`src/rtl/grid_navigator_pkg.sv`:
```
// Shared definitions for the grid navigator and its cell checker.
//   - direction codes carried on req_dir
//   - FSM state encoding
//   - default level geometry and wall bitmap
package grid_navigator_pkg;

  localparam int unsigned DIR_W = 3;

  localparam logic [DIR_W-1:0] DIR_UP    = 3'd0;
  localparam logic [DIR_W-1:0] DIR_DOWN  = 3'd1;
  localparam logic [DIR_W-1:0] DIR_RIGHT = 3'd2;
  localparam logic [DIR_W-1:0] DIR_LEFT  = 3'd3;
  localparam logic [DIR_W-1:0] DIR_NONE  = 3'd4;

  typedef enum logic [1:0] {
    IDLE   = 2'd0,
    CHECK  = 2'd1,
    COMMIT = 2'd2
  } state_t;

  localparam int unsigned DEF_GRID_W = 8;
  localparam int unsigned DEF_GRID_H = 4;

  // Walls at (3,0) (6,0) (4,1) (0,2) (2,2) (6,2) (2,3) (6,3); bit y*GRID_W+x.
  localparam logic [31:0] DEF_WALL_MAP = 32'h44451048;

endpackage

```
`src/rtl/grid_navigator_if.sv`:
```
// Request/response bundle between the command decoder and the navigator.
//   master : requester (drives req_*, load_*; observes position and results)
//   slave  : navigator
interface grid_navigator_if #(
  parameter int unsigned X_W   = 3,
  parameter int unsigned Y_W   = 2,
  parameter int unsigned CNT_W = 8
);
  logic             req_valid;
  logic             req_ready;
  logic [2:0]       req_dir;
  logic             req_load;
  logic [X_W-1:0]   load_x;
  logic [Y_W-1:0]   load_y;
  logic [X_W-1:0]   pos_x;
  logic [Y_W-1:0]   pos_y;
  logic             done;
  logic             blocked;
  logic [CNT_W-1:0] step_count;

  modport master (
    output req_valid, req_dir, req_load, load_x, load_y,
    input  req_ready, pos_x, pos_y, done, blocked, step_count
  );

  modport slave (
    input  req_valid, req_dir, req_load, load_x, load_y,
    output req_ready, pos_x, pos_y, done, blocked, step_count
  );
endinterface

```
`src/rtl/grid_navigator_cell_check.sv`:
```
// grid_cell_check: combinational bounds and wall lookup for one target cell.
// Optional feature macro: GRID_NAVIGATOR_WRAP_EN (adds toroidal wrapped coords).
// Ports:
//   i_x, i_y       signed target coordinates (one bit wider than the grid coords)
//   o_in_range     target lies inside the grid
//   o_is_wall      wall bit of the checked cell (wrapped cell when wrapping)
//   o_wrap_x/y     wrapped coordinates (macro only)
module grid_cell_check
  import grid_navigator_pkg::*;
#(
  parameter int unsigned GRID_W = DEF_GRID_W,
  parameter int unsigned GRID_H = DEF_GRID_H,
  parameter int unsigned X_W    = 3,
  parameter int unsigned Y_W    = 2,
  parameter logic [GRID_W*GRID_H-1:0] WALL_MAP = (GRID_W*GRID_H)'(DEF_WALL_MAP)
) (
  input  logic signed [X_W:0] i_x,
  input  logic signed [Y_W:0] i_y,
  output logic                o_in_range,
`ifdef GRID_NAVIGATOR_WRAP_EN
  output logic [X_W-1:0]      o_wrap_x,
  output logic [Y_W-1:0]      o_wrap_y,
`endif
  output logic                o_is_wall
);

  localparam int unsigned N_CELLS = GRID_W * GRID_H;
  localparam int unsigned IDX_W   = (N_CELLS > 1) ? $clog2(N_CELLS) : 1;

  logic [X_W:0]     w_xu;
  logic [Y_W:0]     w_yu;
  logic             w_x_neg, w_y_neg, w_x_hi, w_y_hi;
  logic [X_W-1:0]   w_cx;
  logic [Y_W-1:0]   w_cy;
  logic [IDX_W-1:0] w_idx;

  assign w_xu = $unsigned(i_x);
  assign w_yu = $unsigned(i_y);

  // pos+1 from the top cell of a full-width axis lands on 100..0; read it as
  // an overflow past the far edge, not as a negative coordinate.
  assign w_x_neg = w_xu[X_W] && (w_xu[X_W-1:0] != '0);
  assign w_y_neg = w_yu[Y_W] && (w_yu[Y_W-1:0] != '0);
  assign w_x_hi  = !w_x_neg && (w_xu >= (X_W+1)'(GRID_W));
  assign w_y_hi  = !w_y_neg && (w_yu >= (Y_W+1)'(GRID_H));

  assign o_in_range = !(w_x_neg || w_x_hi || w_y_neg || w_y_hi);

`ifdef GRID_NAVIGATOR_WRAP_EN
  // Single-step wrap: one cell off either edge maps to the opposite edge.
  assign w_cx = w_x_neg ? X_W'(GRID_W - 1) : (w_x_hi ? '0 : w_xu[X_W-1:0]);
  assign w_cy = w_y_neg ? Y_W'(GRID_H - 1) : (w_y_hi ? '0 : w_yu[Y_W-1:0]);
  assign o_wrap_x = w_cx;
  assign o_wrap_y = w_cy;
  assign w_idx = IDX_W'(int'(w_cy) * int'(GRID_W) + int'(w_cx));
  assign o_is_wall = WALL_MAP[w_idx];
`else
  // Clamp to cell 0 when out of range so the bitmap index stays legal.
  assign w_cx = o_in_range ? w_xu[X_W-1:0] : '0;
  assign w_cy = o_in_range ? w_yu[Y_W-1:0] : '0;
  assign w_idx = IDX_W'(int'(w_cy) * int'(GRID_W) + int'(w_cx));
  assign o_is_wall = o_in_range && WALL_MAP[w_idx];
`endif

endmodule

```
`src/rtl/grid_navigator.sv`:
```
// grid_navigator: registered player position with move/teleport requests.
// Optional feature macro: GRID_NAVIGATOR_WRAP_EN (edge moves wrap toroidally).
// Ports:
//   clk, rst_n  clock, asynchronous active-low reset
//   bus         grid_navigator_if.slave: req_valid/req_ready handshake,
//               req_dir, req_load, load_x/y in; pos_x/y, done, blocked,
//               step_count out (all registered)
module grid_navigator
  import grid_navigator_pkg::*;
#(
  parameter int unsigned GRID_W  = DEF_GRID_W,
  parameter int unsigned GRID_H  = DEF_GRID_H,
  parameter int unsigned X_W     = 3,
  parameter int unsigned Y_W     = 2,
  parameter int unsigned START_X = 0,
  parameter int unsigned START_Y = 0,
  parameter logic [GRID_W*GRID_H-1:0] WALL_MAP = (GRID_W*GRID_H)'(DEF_WALL_MAP),
  parameter int unsigned CNT_W   = 8
) (
  input  logic              clk,
  input  logic              rst_n,
  grid_navigator_if.slave   bus
);

  localparam logic signed [X_W:0] ONE_X = (X_W+1)'(1);
  localparam logic signed [Y_W:0] ONE_Y = (Y_W+1)'(1);

  state_t              r_state, w_state_nxt;
  logic signed [X_W:0] r_tgt_x, w_tgt_x_nxt;
  logic signed [Y_W:0] r_tgt_y, w_tgt_y_nxt;
  logic                r_is_load, w_is_load_nxt;
  logic [X_W-1:0]      r_pos_x, w_pos_x_nxt;
  logic [Y_W-1:0]      r_pos_y, w_pos_y_nxt;
  logic                r_done, w_done_nxt;
  logic                r_blocked, w_blocked_nxt;
  logic [CNT_W-1:0]    r_cnt, w_cnt_nxt;
  logic                r_ready, w_ready_nxt;

  logic                w_in_range, w_is_wall, w_reject;
  logic [X_W-1:0]      w_cand_x;
  logic [Y_W-1:0]      w_cand_y;
  logic signed [X_W:0] w_px_s;
  logic signed [Y_W:0] w_py_s;

  assign w_px_s = $signed({1'b0, r_pos_x});
  assign w_py_s = $signed({1'b0, r_pos_y});

  // Bounds/wall check of the latched target.
`ifdef GRID_NAVIGATOR_WRAP_EN
  logic [X_W-1:0] w_wrap_x;
  logic [Y_W-1:0] w_wrap_y;

  grid_cell_check #(
    .GRID_W(GRID_W), .GRID_H(GRID_H), .X_W(X_W), .Y_W(Y_W), .WALL_MAP(WALL_MAP)
  ) u_cell_check (
    .i_x        (r_tgt_x),
    .i_y        (r_tgt_y),
    .o_in_range (w_in_range),
    .o_wrap_x   (w_wrap_x),
    .o_wrap_y   (w_wrap_y),
    .o_is_wall  (w_is_wall)
  );

  // Moves can only step one cell off an edge and always wrap; teleports
  // still have to name a real cell.
  assign w_cand_x = w_wrap_x;
  assign w_cand_y = w_wrap_y;
  assign w_reject = r_is_load ? (!w_in_range || w_is_wall) : w_is_wall;
`else
  grid_cell_check #(
    .GRID_W(GRID_W), .GRID_H(GRID_H), .X_W(X_W), .Y_W(Y_W), .WALL_MAP(WALL_MAP)
  ) u_cell_check (
    .i_x        (r_tgt_x),
    .i_y        (r_tgt_y),
    .o_in_range (w_in_range),
    .o_is_wall  (w_is_wall)
  );

  assign w_cand_x = r_tgt_x[X_W-1:0];
  assign w_cand_y = r_tgt_y[Y_W-1:0];
  assign w_reject = !w_in_range || w_is_wall;
`endif

  // Next-state and next-output logic.
  always_comb begin
    w_state_nxt   = r_state;
    w_tgt_x_nxt   = r_tgt_x;
    w_tgt_y_nxt   = r_tgt_y;
    w_is_load_nxt = r_is_load;
    w_pos_x_nxt   = r_pos_x;
    w_pos_y_nxt   = r_pos_y;
    w_done_nxt    = 1'b0;
    w_blocked_nxt = r_blocked;
    w_cnt_nxt     = r_cnt;

    case (r_state)
      IDLE: begin
        if (bus.req_valid && r_ready) begin
          w_is_load_nxt = bus.req_load;
          if (bus.req_load) begin
            w_tgt_x_nxt = $signed({1'b0, bus.load_x});
            w_tgt_y_nxt = $signed({1'b0, bus.load_y});
          end else begin
            w_tgt_x_nxt = w_px_s;
            w_tgt_y_nxt = w_py_s;
            case (bus.req_dir)
              DIR_UP:    w_tgt_y_nxt = w_py_s - ONE_Y;
              DIR_DOWN:  w_tgt_y_nxt = w_py_s + ONE_Y;
              DIR_RIGHT: w_tgt_x_nxt = w_px_s + ONE_X;
              DIR_LEFT:  w_tgt_x_nxt = w_px_s - ONE_X;
              default: ;
            endcase
          end
          w_state_nxt = CHECK;
        end
      end

      // Result is registered on leaving CHECK so it is visible during COMMIT.
      CHECK: begin
        w_done_nxt    = 1'b1;
        w_blocked_nxt = w_reject;
        if (!w_reject) begin
          w_pos_x_nxt = w_cand_x;
          w_pos_y_nxt = w_cand_y;
          if (((w_cand_x != r_pos_x) || (w_cand_y != r_pos_y)) && (r_cnt != '1)) begin
            w_cnt_nxt = r_cnt + CNT_W'(1);
          end
        end
        w_state_nxt = COMMIT;
      end

      COMMIT: w_state_nxt = IDLE;

      default: w_state_nxt = IDLE;
    endcase
  end

  assign w_ready_nxt = (w_state_nxt == IDLE);

  // State and output registers.
  always_ff @(posedge clk or negedge rst_n) begin
    if (!rst_n) begin
      r_state   <= IDLE;
      r_tgt_x   <= '0;
      r_tgt_y   <= '0;
      r_is_load <= 1'b0;
      r_pos_x   <= X_W'(START_X);
      r_pos_y   <= Y_W'(START_Y);
      r_done    <= 1'b0;
      r_blocked <= 1'b0;
      r_cnt     <= '0;
      r_ready   <= 1'b1;
    end else begin
      r_state   <= w_state_nxt;
      r_tgt_x   <= w_tgt_x_nxt;
      r_tgt_y   <= w_tgt_y_nxt;
      r_is_load <= w_is_load_nxt;
      r_pos_x   <= w_pos_x_nxt;
      r_pos_y   <= w_pos_y_nxt;
      r_done    <= w_done_nxt;
      r_blocked <= w_blocked_nxt;
      r_cnt     <= w_cnt_nxt;
      r_ready   <= w_ready_nxt;
    end
  end

  assign bus.req_ready  = r_ready;
  assign bus.pos_x      = r_pos_x;
  assign bus.pos_y      = r_pos_y;
  assign bus.done       = r_done;
  assign bus.blocked    = r_blocked;
  assign bus.step_count = r_cnt;

endmodule

```
`src/flat_wrapper.sv`:
```
// flat-port wrapper written by rule: the top's interface ports become plain ports
module grid_navigator_flat import grid_navigator_pkg::*;
#(
  parameter int unsigned GRID_W  = DEF_GRID_W,
  parameter int unsigned GRID_H  = DEF_GRID_H,
  parameter int unsigned X_W     = 3,
  parameter int unsigned Y_W     = 2,
  parameter int unsigned START_X = 0,
  parameter int unsigned START_Y = 0,
  parameter logic [GRID_W*GRID_H-1:0] WALL_MAP = (GRID_W*GRID_H)'(DEF_WALL_MAP),
  parameter int unsigned CNT_W   = 8
)
  (clk, rst_n, bus_req_valid, bus_req_dir, bus_req_load, bus_load_x, bus_load_y, bus_req_ready, bus_pos_x, bus_pos_y, bus_done, bus_blocked, bus_step_count);
  grid_navigator_if #(.X_W(X_W), .Y_W(Y_W), .CNT_W(CNT_W)) bus_i ();
  input  logic clk;
  input  logic rst_n;
  input wire logic [$bits(bus_i.req_valid)-1:0] bus_req_valid;
  input wire logic [$bits(bus_i.req_dir)-1:0] bus_req_dir;
  input wire logic [$bits(bus_i.req_load)-1:0] bus_req_load;
  input wire logic [$bits(bus_i.load_x)-1:0] bus_load_x;
  input wire logic [$bits(bus_i.load_y)-1:0] bus_load_y;
  output wire logic [$bits(bus_i.req_ready)-1:0] bus_req_ready;
  output wire logic [$bits(bus_i.pos_x)-1:0] bus_pos_x;
  output wire logic [$bits(bus_i.pos_y)-1:0] bus_pos_y;
  output wire logic [$bits(bus_i.done)-1:0] bus_done;
  output wire logic [$bits(bus_i.blocked)-1:0] bus_blocked;
  output wire logic [$bits(bus_i.step_count)-1:0] bus_step_count;
  assign bus_i.req_valid = bus_req_valid;
  assign bus_i.req_dir = bus_req_dir;
  assign bus_i.req_load = bus_req_load;
  assign bus_i.load_x = bus_load_x;
  assign bus_i.load_y = bus_load_y;
  assign bus_req_ready = bus_i.req_ready;
  assign bus_pos_x = bus_i.pos_x;
  assign bus_pos_y = bus_i.pos_y;
  assign bus_done = bus_i.done;
  assign bus_blocked = bus_i.blocked;
  assign bus_step_count = bus_i.step_count;
  grid_navigator #(.GRID_W(GRID_W), .GRID_H(GRID_H), .X_W(X_W), .Y_W(Y_W), .START_X(START_X), .START_Y(START_Y), .WALL_MAP(WALL_MAP), .CNT_W(CNT_W)) u_core (.clk(clk), .rst_n(rst_n), .bus(bus_i));
endmodule
```
`config.mk`:
```
export PLATFORM = sky130hd
export DESIGN_NAME = grid_navigator_flat
export DESIGN_NICKNAME = d
export VERILOG_FILES = /design/src/rtl/grid_navigator_pkg.sv /design/src/rtl/grid_navigator_if.sv /design/src/rtl/grid_navigator_cell_check.sv /design/src/rtl/grid_navigator.sv /design/src/flat_wrapper.sv
export SDC_FILE = /design/constraint.sdc
export NUM_CORES = 1
export LEC_CHECK = 0
export ABC_CLOCK_PERIOD_IN_PS = 1600
export BUFFER_PORTS_ARGS = -buffer_cell sky130_fd_sc_hd__buf_4
export CORE_ASPECT_RATIO = 0.7
export CORE_MARGIN = 2
export CORE_UTILIZATION = 45
export DETAILED_ROUTE_END_ITERATION = 8
export GPL_ROUTABILITY_DRIVEN = 0
export PLACE_DENSITY = 0.7
export SLEW_MARGIN = 0
export SYNTH_ARGS = -nofsm -noshare
export SYNTH_HDL_FRONTEND = slang
export SYNTH_SLANG_ARGS = --single-unit
```
`constraint.sdc`:
```
create_clock -name clk -period 1.6 [get_ports clk]
set_clock_uncertainty 0.05 [all_clocks]
set_input_delay 0.4 -clock clk [delete_from_list [all_inputs] [get_ports clk]]
set_output_delay 0.4 -clock clk [all_outputs]
set_load 0.05 [all_outputs]
```
==> results.env, run 1 <==
STATUS='complete, but fails checks'
VIOLATED_CHECKS='setup timing'
MAXCAPVIOLCOUNT=0
WORST_SLEW_MARGIN_REL=0.7851
CRIT_PATH_REQUIRED_TIME_NS=1.73
FINISH.INSTANCE_AREA_MM2=0.002088
CRIT_PATH_ARRIVAL_TIME_NS=1.82
HTREE_NUM_LEVELS=1
SYNTH_FP_NETS=153
RR_ENDPOINT='u_core.bus.step_count[2]'
MIN_PATH_TYPE='in -> reg'
HIGHEST-SIGNAL-LAYER='met4'
FINAL_LAYOUT_SIZE_SUFFIX_GT1_FRAC=0.6071
CP-START-KIND='register'
SETUP_REPAIR_AFTER_GLOBAL_ROUTING_MISSED_ITS_MARGIN='yes'
WORST_SETUP_PATH_END_KIND='register'
CRITICAL_PATH_PEAK_FANOUT=6
DRT_FIRST_ITER_VIOLATIONS=44
YS_TOP_CELLS_BY_AREA='dfrtp_1, xor2_1, nor2_1'
SYNTH_TOP_CELL_BY_AREA='dfrtp_1'
SYNTHTOLAYOUTAREAGROWTH_PCT=57.60
ROUTE.VIAS.TOTAL=1165
GRT_START_MAX_NET_PINS=25
POST-DP-HPWL_MM=2.411
POST_SYNTH_NUM_CELL_TYPES=35
PORT_BUFS=27
CRIT_START='u_core.r_tgt_x[2]'
MET2ROUTEDLENGTH_MM=1.650
DETAIL_ROUTE.FIRST_PASS.ITERATIONS=4
DETAIL_ROUTE.DRC_VIOLATIONS=0
FIN_NETS=214
SLEW_VIOLATIONS=0
IOPINCOUNT=28
NUM_ROWS=16
SYNTH_LARGEST_TYPE_AREA_FRACTION=0.4344
SYNTHESIS.AREA_MM2=0.001325
GRTUSAGETOTAL=0.2157
CRITICAL-PATH-MAX-STAGE-DELAY_NS=0.47
LAYOUT_WORST_PATH_CYCLE_SHARE=1.058
MAX-VDD-IR-DROP_mV=1.058
POST-ROUTE-UTIL=0.7451
MAXIMUM_COUNT_OF_CLOCK_BUFFERS_ALONG_A_SINGLE_PATH=2
FLOORPLAN.INITIALDENSITY=0.4728
GRT_OVERFLOW_TOTAL=0
SYNTHESIS.YOSYS.WARNINGS=0
TOTAL_LEAKAGE_POWER_uW=0.001012
DETAIL_ROUTE.WL_PER_CELL_UM=14.25
MET3_WIRELENGTH_UM=170
GRT_FIRST_PASS_WIRELENGTH_MM=5.395
CLOCK_LATENCY_NS=0.27
REG2REG_SETUP_SLACK_NS=-0.09
DESIGN.DIE.AREA_MM2=0.003401
CLOCK_SINK_COUNT=24
PATH_CELLS='and4bb_1 > a21oi_2 > a21oi_2 > nor2b_2 > buf_4 > and3_4 > xor2_1'
DIE_HEIGHT_UM=49.40
CTS.CLK_SLEW.WORST_PATHS_NS=0.09
SYN-INSTANCE-COUNT=136
WIRELENGTH_MET1_MM=1.465
FIRST_GLOBAL_VIAS=1164
FINAL.SETUP.WORST_SLACK_NS=-0.09268
VIA_DENSITY=5.022
ROOT_BUFFER='clkbuf_8'
ROUTE.FINAL.WIRE_LENGTH_MM=3.305
POSTSYNTHREGISTERBITS=24
TIGHTEST_SLEW_NS=0.3215
DPL_CELL_AREA_MM2=0.001822
SYN-MEAN-INSTANCE-AREA_UM2=9.743
CORE_AREA_MM2=0.002803
RR_WORST_DEPTH=7
FINALSETUPVIOLATIONS=12
CRIT_TYPE='reg -> reg'
ANTENNA_FOUND_INITIAL=0
FILLER_CELL_COUNT=203
CRITICAL-PATH-SLOWEST-CELL='dfrtp_2'
CRIT_PATH_TOP_CELL_BY_COUNT='a21oi_2'
TRITONCTS='done'
FMAX_MHz=590.8
LAYOUT_MIN_CYCLE_TIME_NS=1.693
CRITICAL_PATH.ENDPOINT='u_core.bus.step_count[2]'
POWER.DENSITY_CELL_AREA_mW_PER_MM2=1893
TIMING.FINAL.HOLD_VIOLATIONS=0
WORSTREG2REGSTART='u_core.r_tgt_x[2]'
NUM_ANTENNA_CELLS=0
CTS_BUFFERS=3
PLACE_WORST_SETUP_SLACK_NS=-0.4454
FP.DIEW_UM=68.86
ROUTE.ANTENNA.REMAINING_NETS=0
SYNTH-SEQ-AREA-SHARE=0.4542
-- cells in the final DEF, fill, tap and decap left out, types with 2 or more instances in the layout --
cell type / synthesis / layout
buf_4: 1 / 54
dfrtp_2: 0 / 18
nor2_1: 17 / 15
nand2_1: 15 / 14
xor2_1: 13 / 12
a21oi_1: 11 / 7
o21ai_1: 1 / 6
a21oi_2: 1 / 5
buf_6: 0 / 5
dfrtp_1: 23 / 5
inv_1: 7 / 4
clkbuf_8: 0 / 4
nor3_2: 3 / 3
o21ai_0: 8 / 3
nor3_4: 0 / 3
ha_4: 0 / 3
inv_2: 0 / 2
mux2_4: 0 / 2
xnor2_1: 4 / 2
xnor2_2: 0 / 2
-- through the flow --
step                      TNS [ns]  total power [uW]  cells  hold slack (ns)
final                      -0.8577              3953    232           0.3607
after global routing        -1.747              4223    232           0.3716
after CTS                  -0.8342              3795    229           0.3503
after detailed placement    -2.541              3191    220           0.2643
after global placement      -1.689              3103    220           0.2603
after floorplan             -1.044              2401    136          0.05441
-- timing repair --
item	CTS	global route
gates resized for setup	22	14
hold buffers	1	0
setup buffers	4	4
cloned	0	0
setup endpoints to repair	14	16
pin swaps	3	11
endpoints found under the hold margin	23	0
-- synth_stat cells --
cell type and n:
dfrtp_1 23, nor2_1 17, nand2_1 15, xor2_1 13, a21oi_1 11, o21ai_0 8, inv_1 7, xnor2_1 4
clkbuf_1 3, ha_1 3, nor3_1 3, nor3_2 3, fa_1 2, nand3_1 2, nor2b_1 2, a211oi_1 1
a21o_1 1, a21oi_2 1, and3_1 1, and4bb_1 1, buf_4 1, dfstp_2 1, mux2_1 1, mux2_2 1
nand2b_1 1, nand3b_4 1, nand4_1 1, nand4bb_1 1, nor2b_2 1, nor4b_2 1, o21ai_1 1, o2bb2ai_1 1
o31ai_1 1, o41ai_1 1, or2_2 1
-- per-layer routing --
metal,track usage,up-vias
met5,0,-
met4,0.03268,0
met3,0.06467,4
met2,0.3494,25
met1,0.2902,559
li1,-,577
-- cell families after synthesis --
logic type | after synthesis | share of synthesized area
AOI/OAI and AO/OA | 26 | 0.1124
xor gates and xnor gates | 17 | 0.1124
DFF | 24 | 0.4542
adders and majority gates | 5 | 0.05855
muxes | 2 | 0.01700
and+or+nand+nor | 51 | 0.2115
buffers and inverters | 11 | 0.03400
-- report_power, final --
part / leakage [uW] / total, uW / switching [uW] / internal, uW
sequential: 0.000284 / 1180 / 312 / 865
clock: 0.0000288 / 410 / 191 / 220
combinational: 0.000699 / 2370 / 1280 / 1090
-- worst max-delay path: cells and delay by family (launching register included) --
| kind | cells | cell delay [ns] |
|---|---|---|
| xor+xnor | 1 | 0.14 |
| compound gates | 2 | 0.20 |
| buf+inv | 1 | 0.15 |
| simple gates | 3 | 0.60 |
| flops | 1 | 0.47 |
-- registers in the layout (all words and copies together), names as in the netlist --
signal and count:
u_core.bus.blocked 1, u_core.bus.done 1, u_core.bus.pos_x 3, u_core.bus.pos_y 2
u_core.bus.req_ready 1, u_core.bus.step_count 8, u_core.r_state 1, u_core.r_tgt_x 4
u_core.r_tgt_y 3
-- worst min-delay path by stage --
stage                                     to           from  cells after the start
final                      u_core.r_tgt_x[1]  bus_load_x[1]                      3
after global routing       u_core.r_tgt_y[0]  bus_load_y[0]                      3
after CTS                  u_core.r_tgt_x[1]  bus_load_x[1]                      3
after detailed placement   u_core.r_state[0]          rst_n                      1
after floorplan           u_core.bus.blocked          rst_n                      0
after global placement     u_core.r_state[0]          rst_n                      1
-- layout make-up --
cell class	instances	area, um^2	share of cell area
multi-input cells	101	863.3	0.4134
flip-flops and latches	24	624.3	0.2990
well taps	36	45.04	0.02157
repair buffers	60	471.7	0.2259
clock buffers	4	55.05	0.02636
inverters	7	28.78	0.01378
Note: power is estimated with default switching activity, not from simulation.
==> inputs of run 2 (changes only) <==
Settings changed: TNS_END_PERCENT from default to 1.
==> run 2 against run 1 <==
The flow still finishes with violations (setup timing); setup slack worse by 0.016 ns; wire length is 11% lower; non-clock buffer count is 6 lower; critical path depth is 2 lower; global-route usage is 0.49 points lower; largest power group unchanged; cell area is 9.6% lower; total power is 7.7% lower; die area stayed put.
==> results.env, run 2 (synthesis gave the netlist of run 1 again) <==
ROUTE.FINAL.WIRE_LENGTH_MM=2.952
FINALSETUPVIOLATIONS=10
TIMING.FINAL.HOLD_VIOLATIONS=0
CRIT_TYPE='reg -> reg'
DETAIL_ROUTE.WL_PER_CELL_UM=13.06
TIGHTEST_SLEW_NS=0.3500
DETAIL_ROUTE.FIRST_PASS.ITERATIONS=4
IOPINCOUNT=28
LAYOUT_WORST_PATH_CYCLE_SHARE=1.068
TRITONCTS='done'
FINAL_CELL_MIX='buf_4, nor2_1, dfrtp_1'
STATUS='complete, but fails checks'
CRIT_PATH_ARRIVAL_TIME_NS=1.82
MOST_COMMON_CELL_AFTER_LAYOUT_FILL_AND_TAPS_ASIDE='buf_4'
DRT_FIRST_ITER_VIOLATIONS=66
POST-DP-HPWL_MM=2.223
CLOCK_LATENCY_NS=0.28
ROOT_BUFFER='clkbuf_8'
MAX-VDD-IR-DROP_mV=0.9687
ANTENNA_FOUND_INITIAL=0
GRT_START_MAX_NET_PINS=25
CLOCK_SINK_COUNT=24
GRT_FIRST_PASS_WIRELENGTH_MM=5.313
OVERALL_POWER_uW=3648
FIRST_GLOBAL_VIAS=1132
PATH_CELLS='and4bb_1 > a21oi_1 > a21oi_1 > nand3b_4 > mux2_2'
NUM_ANTENNA_CELLS=0
CRIT_PATH_REQUIRED_TIME_NS=1.71
DESIGN.DIE.AREA_MM2=0.003401
CRITICAL_PATH_PEAK_FANOUT=7
CTS.CLK_SLEW.WORST_PATHS_NS=0.09
SLEW_VIOLATIONS=0
FIN_NETS=208
FP.DIEW_UM=68.86
MIN_PATH_TYPE='in -> reg'
GRT_OVERFLOW_TOTAL=0
SYNTHTOLAYOUTAREAGROWTH_PCT=42.49
LARGEST_REGISTER_FFS=8
DIE_HEIGHT_UM=49.40
CRITICAL-PATH-SLOWEST-CELL='dfrtp_2'
SETUP_REPAIR_AFTER_GLOBAL_ROUTING_MISSED_ITS_MARGIN='yes'
WORST_SETUP_PATH_END_KIND='register'
HOLDWS_NS=0.3455
TOTAL_LEAKAGE_POWER_uW=0.0009405
ROUTE.VIAS.TOTAL=1139
VIA_DENSITY=5.040
LAYOUT_MIN_CYCLE_TIME_NS=1.709
HTREE_NUM_LEVELS=1
CRITICAL-PATH-MAX-STAGE-DELAY_NS=0.46
FMAX_MHz=585.1
FLOORPLAN.INITIALDENSITY=0.4728
CRIT_PATH_TOP_CELL_BY_COUNT='a21oi_1'
POWER.DENSITY_CELL_AREA_mW_PER_MM2=1932
MAXIMUM_COUNT_OF_CLOCK_BUFFERS_ALONG_A_SINGLE_PATH=2
CTS_BUFFERS=3
MAXCAPVIOLCOUNT=0
ROUTE.ANTENNA.REMAINING_NETS=0
VIOLATED_CHECKS='setup timing'
NUM_ROWS=16
DETAIL_ROUTE.DRC_VIOLATIONS=0
WORST_SLEW_MARGIN_REL=0.7658
FINAL_LAYOUT_SIZE_SUFFIX_GT1_FRAC=0.4211
CP-START-KIND='register'
FINAL.SETUP.WORST_SLACK_NS=-0.1091
GRTUSAGETOTAL=0.2108
CORE_AREA_MM2=0.002803
PORT_BUFS=27
==> run 2: cell types whose count changed in the layout (fill, tap and decap cells not counted), moves of 3 or more <==
cell / previous run / this run
buf_4: 54 / 50
a21oi_2: 5 / 2
nor3_4: 3 / 0
inv_1: 4 / 7
dfrtp_1: 5 / 17
ha_4: 3 / 0
dfrtp_2: 18 / 6
ha_1: 0 / 3
a21oi_1: 7 / 10
==> run 2: metal layers <==
layer	vias to the layer above	track usage	share of wire
met5	-	0	0
met4	0	0.05882	0.015
met3	6	0.05543	0.049
met2	23	0.3109	0.46
met1	543	0.3038	0.48
li1	567	-	-
==> run 2: layout make-up <==
type	count	area (um^2)
well taps	36	45.04
flip-flops and latches	24	609.3
repair buffers	54	419.2
inverters	7	26.28
clock buffers	3	41.29
clock inverters	1	30.03
fillers	234	914.6
multi-input cells	101	716.9
==> run 2: what timing repair did <==
| item | CTS | global route |
|---|---|---|
| pin swaps | 3 | 4 |
| hold endpoints to repair | 23 | 0 |
| resized for setup | 8 | 7 |
| setup buffers | 0 | 1 |
| endpoints found under the setup margin | 17 | 19 |
| hold buffers | 1 | 0 |
==> run 2: critical path: cells and delay by family, from the launching register on <==
kind            cells  cell delay (ns)
compound gates      2             0.23
flops               1             0.46
mux                 1             0.34
simple gates        2             0.51
==> run 2: path summary, 6_finish.rpt <==
check                                   from                       end  slack [ns]  cells past startpoint
min in group asynchronous              rst_n  u_core.bus.step_count[5]        0.50                      2
min                            bus_load_y[1]         u_core.r_tgt_y[1]        0.35                      3
min reg2reg                u_core.r_tgt_y[2]         u_core.r_tgt_y[2]        0.43                      2
max in group asynchronous              rst_n      u_core.bus.req_ready        0.72                      2
max reg2reg                u_core.r_tgt_y[1]  u_core.bus.step_count[1]       -0.11                      5
max                        u_core.r_tgt_y[1]  u_core.bus.step_count[1]       -0.11                      5
==> run 2: report_power, final <==
group / internal (uW) / switching, uW
Combinational: 869 / 1190
Sequential: 846 / 204
Clock: 335 / 207
==> run 2: metrics by stage <==
step                utilization  setup WS (ns)  cells  setup TNS [ns]  instance area, um^2
finish                   0.6737        -0.1091    226         -0.3734                 1888
global route             0.6737        -0.2048    226          -2.190                 1888
CTS                      0.6616        -0.1073    225         -0.6174                 1854
detailed placement       0.6241        -0.3965    220          -2.011                 1749
global placement         0.6241        -0.3550    220          -1.536                 1749
floorplan                     -        -0.3452    136          -3.449                 1343
==> inputs of run 3 (changes only) <==
Settings changed: CORE_ASPECT_RATIO 0.7 to 1.1, CTS_CLUSTER_SIZE from default to 12.
==> run 3 against run 2 <==
Sequential share of layout area shrank 1.3 points; register-to-register slack gained 0.03 ns; critical endpoint unchanged; total power grew 1.6%; cell area grew 4.3%; via count grew 4.0%; clock power shrank 41%; setup slack gained 0.034 ns; hold slack lost 0.054 ns; die area shrank 0.19%; clock-buffer cell count grew 1; the run still ends with setup timing left; non-clock buffer count grew 9; global-route usage shrank 1.2 points.
==> results.env, run 3 (synthesis gave the netlist of run 1 again) <==
MAXCAPVIOLCOUNT=0
IOPINCOUNT=28
MIN_PATH_TYPE='in -> reg'
PLACED_CELLS_INCL_TAPS=221
POST-DP-HPWL_MM=2.283
DRT_FIRST_ITER_VIOLATIONS=37
PLACE_WORST_SETUP_SLACK_NS=-0.4483
CRIT_TYPE='reg -> reg'
GRT_OVERFLOW_TOTAL=0
REG2REG_SETUP_SLACK_NS=-0.08
FINALSETUPVIOLATIONS=6
CTS_BUFFERS=3
CLOCK_LATENCY_NS=0.32
CRITICAL-PATH-SLOWEST-CELL='dfrtp_2'
CLOCK_SINK_COUNT=24
ROOT_BUFFER='clkbuf_4'
WORST_SLEW_MARGIN_REL=0.7881
HOLD_DEPTH=3
FMAX_MHz=596.8
CP-START-KIND='register'
VIA_DENSITY=5.103
WORST_SETUP_PATH_END_KIND='register'
VIOLATED_CHECKS='setup timing'
TRITONCTS='done'
FINAL.SETUP.TNS_NS=-0.2447
CRITICAL-PATH-MAX-STAGE-DELAY_NS=0.48
ANTENNA_FOUND_INITIAL=0
RR_WORST_DEPTH=5
ROUTE.ANTENNA.REMAINING_NETS=0
DETAIL_ROUTE.WL_PER_CELL_UM=13.27
CRIT_PATH_REQUIRED_TIME_NS=1.77
LAYOUTNONFILLERINSTCOUNT=232
GRT_START_MAX_NET_PINS=25
FP.DIEW_UM=55.74
NUM_ANTENNA_CELLS=0
MAX-VDD-IR-DROP_mV=1.188
LARGEST_REGISTER_FFS=8
FINAL.SETUP.WORST_SLACK_NS=-0.07548
GRTUSAGETOTAL=0.1991
TOTAL_LEAKAGE_POWER_uW=0.0009792
FLOORPLAN.INITIALDENSITY=0.4770
SYNTHTOLAYOUTAREAGROWTH_PCT=48.63
MOST_COMMON_CELL_AFTER_LAYOUT_FILL_AND_TAPS_ASIDE='buf_4'
TIGHTEST_SLEW_NS=0.3167
WORSTREG2REGSTART='u_core.r_tgt_y[0]'
TIMING.HOLD.WORST.START='bus_load_y[1]'
STATUS='complete, but fails checks'
ROUTE.FINAL.WIRE_LENGTH_MM=3.079
NUM_ROWS=20
FIRST_GLOBAL_VIAS=1229
POWER.DENSITY_CELL_AREA_mW_PER_MM2=1883
FINAL_LAYOUT_SIZE_SUFFIX_GT1_FRAC=0.5025
FINAL_CELL_MIX='buf_4, dfrtp_1, nor2_1'
RR_ENDPOINT='u_core.bus.step_count[1]'
DIE_HEIGHT_UM=60.91
ROUTE.VIAS.TOTAL=1184
DESIGN.DIE.AREA_MM2=0.003395
LAYOUT_WORST_PATH_CYCLE_SHARE=1.047
DETAIL_ROUTE.DRC_VIOLATIONS=0
PATH_CELLS='nor4b_4 > a21oi_2 > buf_4 > nand3b_4 > mux2_4'
CRITICAL_PATH_PEAK_FANOUT=7
TIMING.FINAL.HOLD_VIOLATIONS=0
MAXIMUM_COUNT_OF_CLOCK_BUFFERS_ALONG_A_SINGLE_PATH=2
SLEW_VIOLATIONS=0
CORE_AREA_MM2=0.002778
HTREE_NUM_LEVELS=1
GRT_FIRST_PASS_WIRELENGTH_MM=5.112
TIMING.HOLD.WORST_ENDPOINT='u_core.r_tgt_y[1]'
SETUP_REPAIR_AFTER_GLOBAL_ROUTING_MISSED_ITS_MARGIN='yes'
LAYOUT_MIN_CYCLE_TIME_NS=1.675
DETAIL_ROUTE.FIRST_PASS.ITERATIONS=4
HOLDWS_NS=0.2917
FIN_NETS=217
PORT_BUFS=27
CTS.CLK_SLEW.WORST_PATHS_NS=0.13
CRIT_PATH_ARRIVAL_TIME_NS=1.84
-- run 3: stage by stage --
step | power, uW | instance area [um^2] | utilization
3_5_place_dp | 3095 | 1775 | 0.6392
4_1_cts | 3639 | 1926 | 0.6932
6_report | 3708 | 1969 | 0.7090
3_3_place_gp | 3029 | 1775 | 0.6392
5_1_grt | 3937 | 1969 | 0.7090
2_1_floorplan | 2276 | 1343 | -
-- run 3: worst max path at each step --
stage / start / to / slack [ns] / cells past startpoint
2_1_floorplan: bus_req_dir[2] / u_core.r_tgt_x[1] / -0.35 / 9
3_3_place_gp: bus_req_dir[2] / u_core.r_tgt_x[3] / -0.35 / 9
3_5_place_dp: bus_req_dir[2] / u_core.r_tgt_x[3] / -0.45 / 9
4_1_cts: u_core.r_tgt_y[1] / u_core.bus.step_count[1] / -0.05 / 5
5_1_grt: u_core.r_tgt_y[0] / u_core.bus.step_count[3] / -0.16 / 7
6_report: u_core.r_tgt_y[0] / u_core.bus.step_count[1] / -0.08 / 5
-- run 3: metal layers --
metal / global-route usage / vias up / part of all wire
li1: - / 583 / -
met1: 0.2091 / 564 / 0.39
met2: 0.3895 / 29 / 0.55
met3: 0.01919 / 8 / 0.031
met4: 0.1254 / 0 / 0.027
met5: 0 / - / 0
-- run 3: cell type report --
| cell class | count | area, um^2 |
|---|---|---|
| Tap cell | 33 | 41.29 |
| Fill cell | 221 | 808.3 |
| Timing Repair Buffer | 63 | 486.7 |
| Clock buffer | 4 | 36.28 |
| Sequential cell | 24 | 609.3 |
| Inverter | 7 | 26.28 |
| Multi-Input combinational cell | 101 | 769.5 |
-- run 3: critical path, delay by kind of cell (launching register included) --
kind | cells | cell delay [ns]
AOI/OAI and AO/OA | 1 | 0.10
buffers and inverters | 1 | 0.15
muxes | 1 | 0.31
DFF | 1 | 0.48
and+or+nand+nor | 2 | 0.48
-- run 3: power by group --
group          switching (uW)  leakage (uW)  total (uW)  internal (uW)
Combinational            1270      0.000657        2310           1040
Clock                     183     0.0000210         322            139
Sequential                230      0.000301        1070            844
-- run 3: repair_timing --
| action | 4_1_cts | 5_1_grt |
|---|---|---|
| hold buffers | 1 | 0 |
| setup buffers | 4 | 2 |
| endpoints found under the hold margin | 23 | 0 |
| pin swaps | 9 | 1 |
| gates resized for setup | 21 | 7 |
| setup endpoints to repair | 18 | 20 |
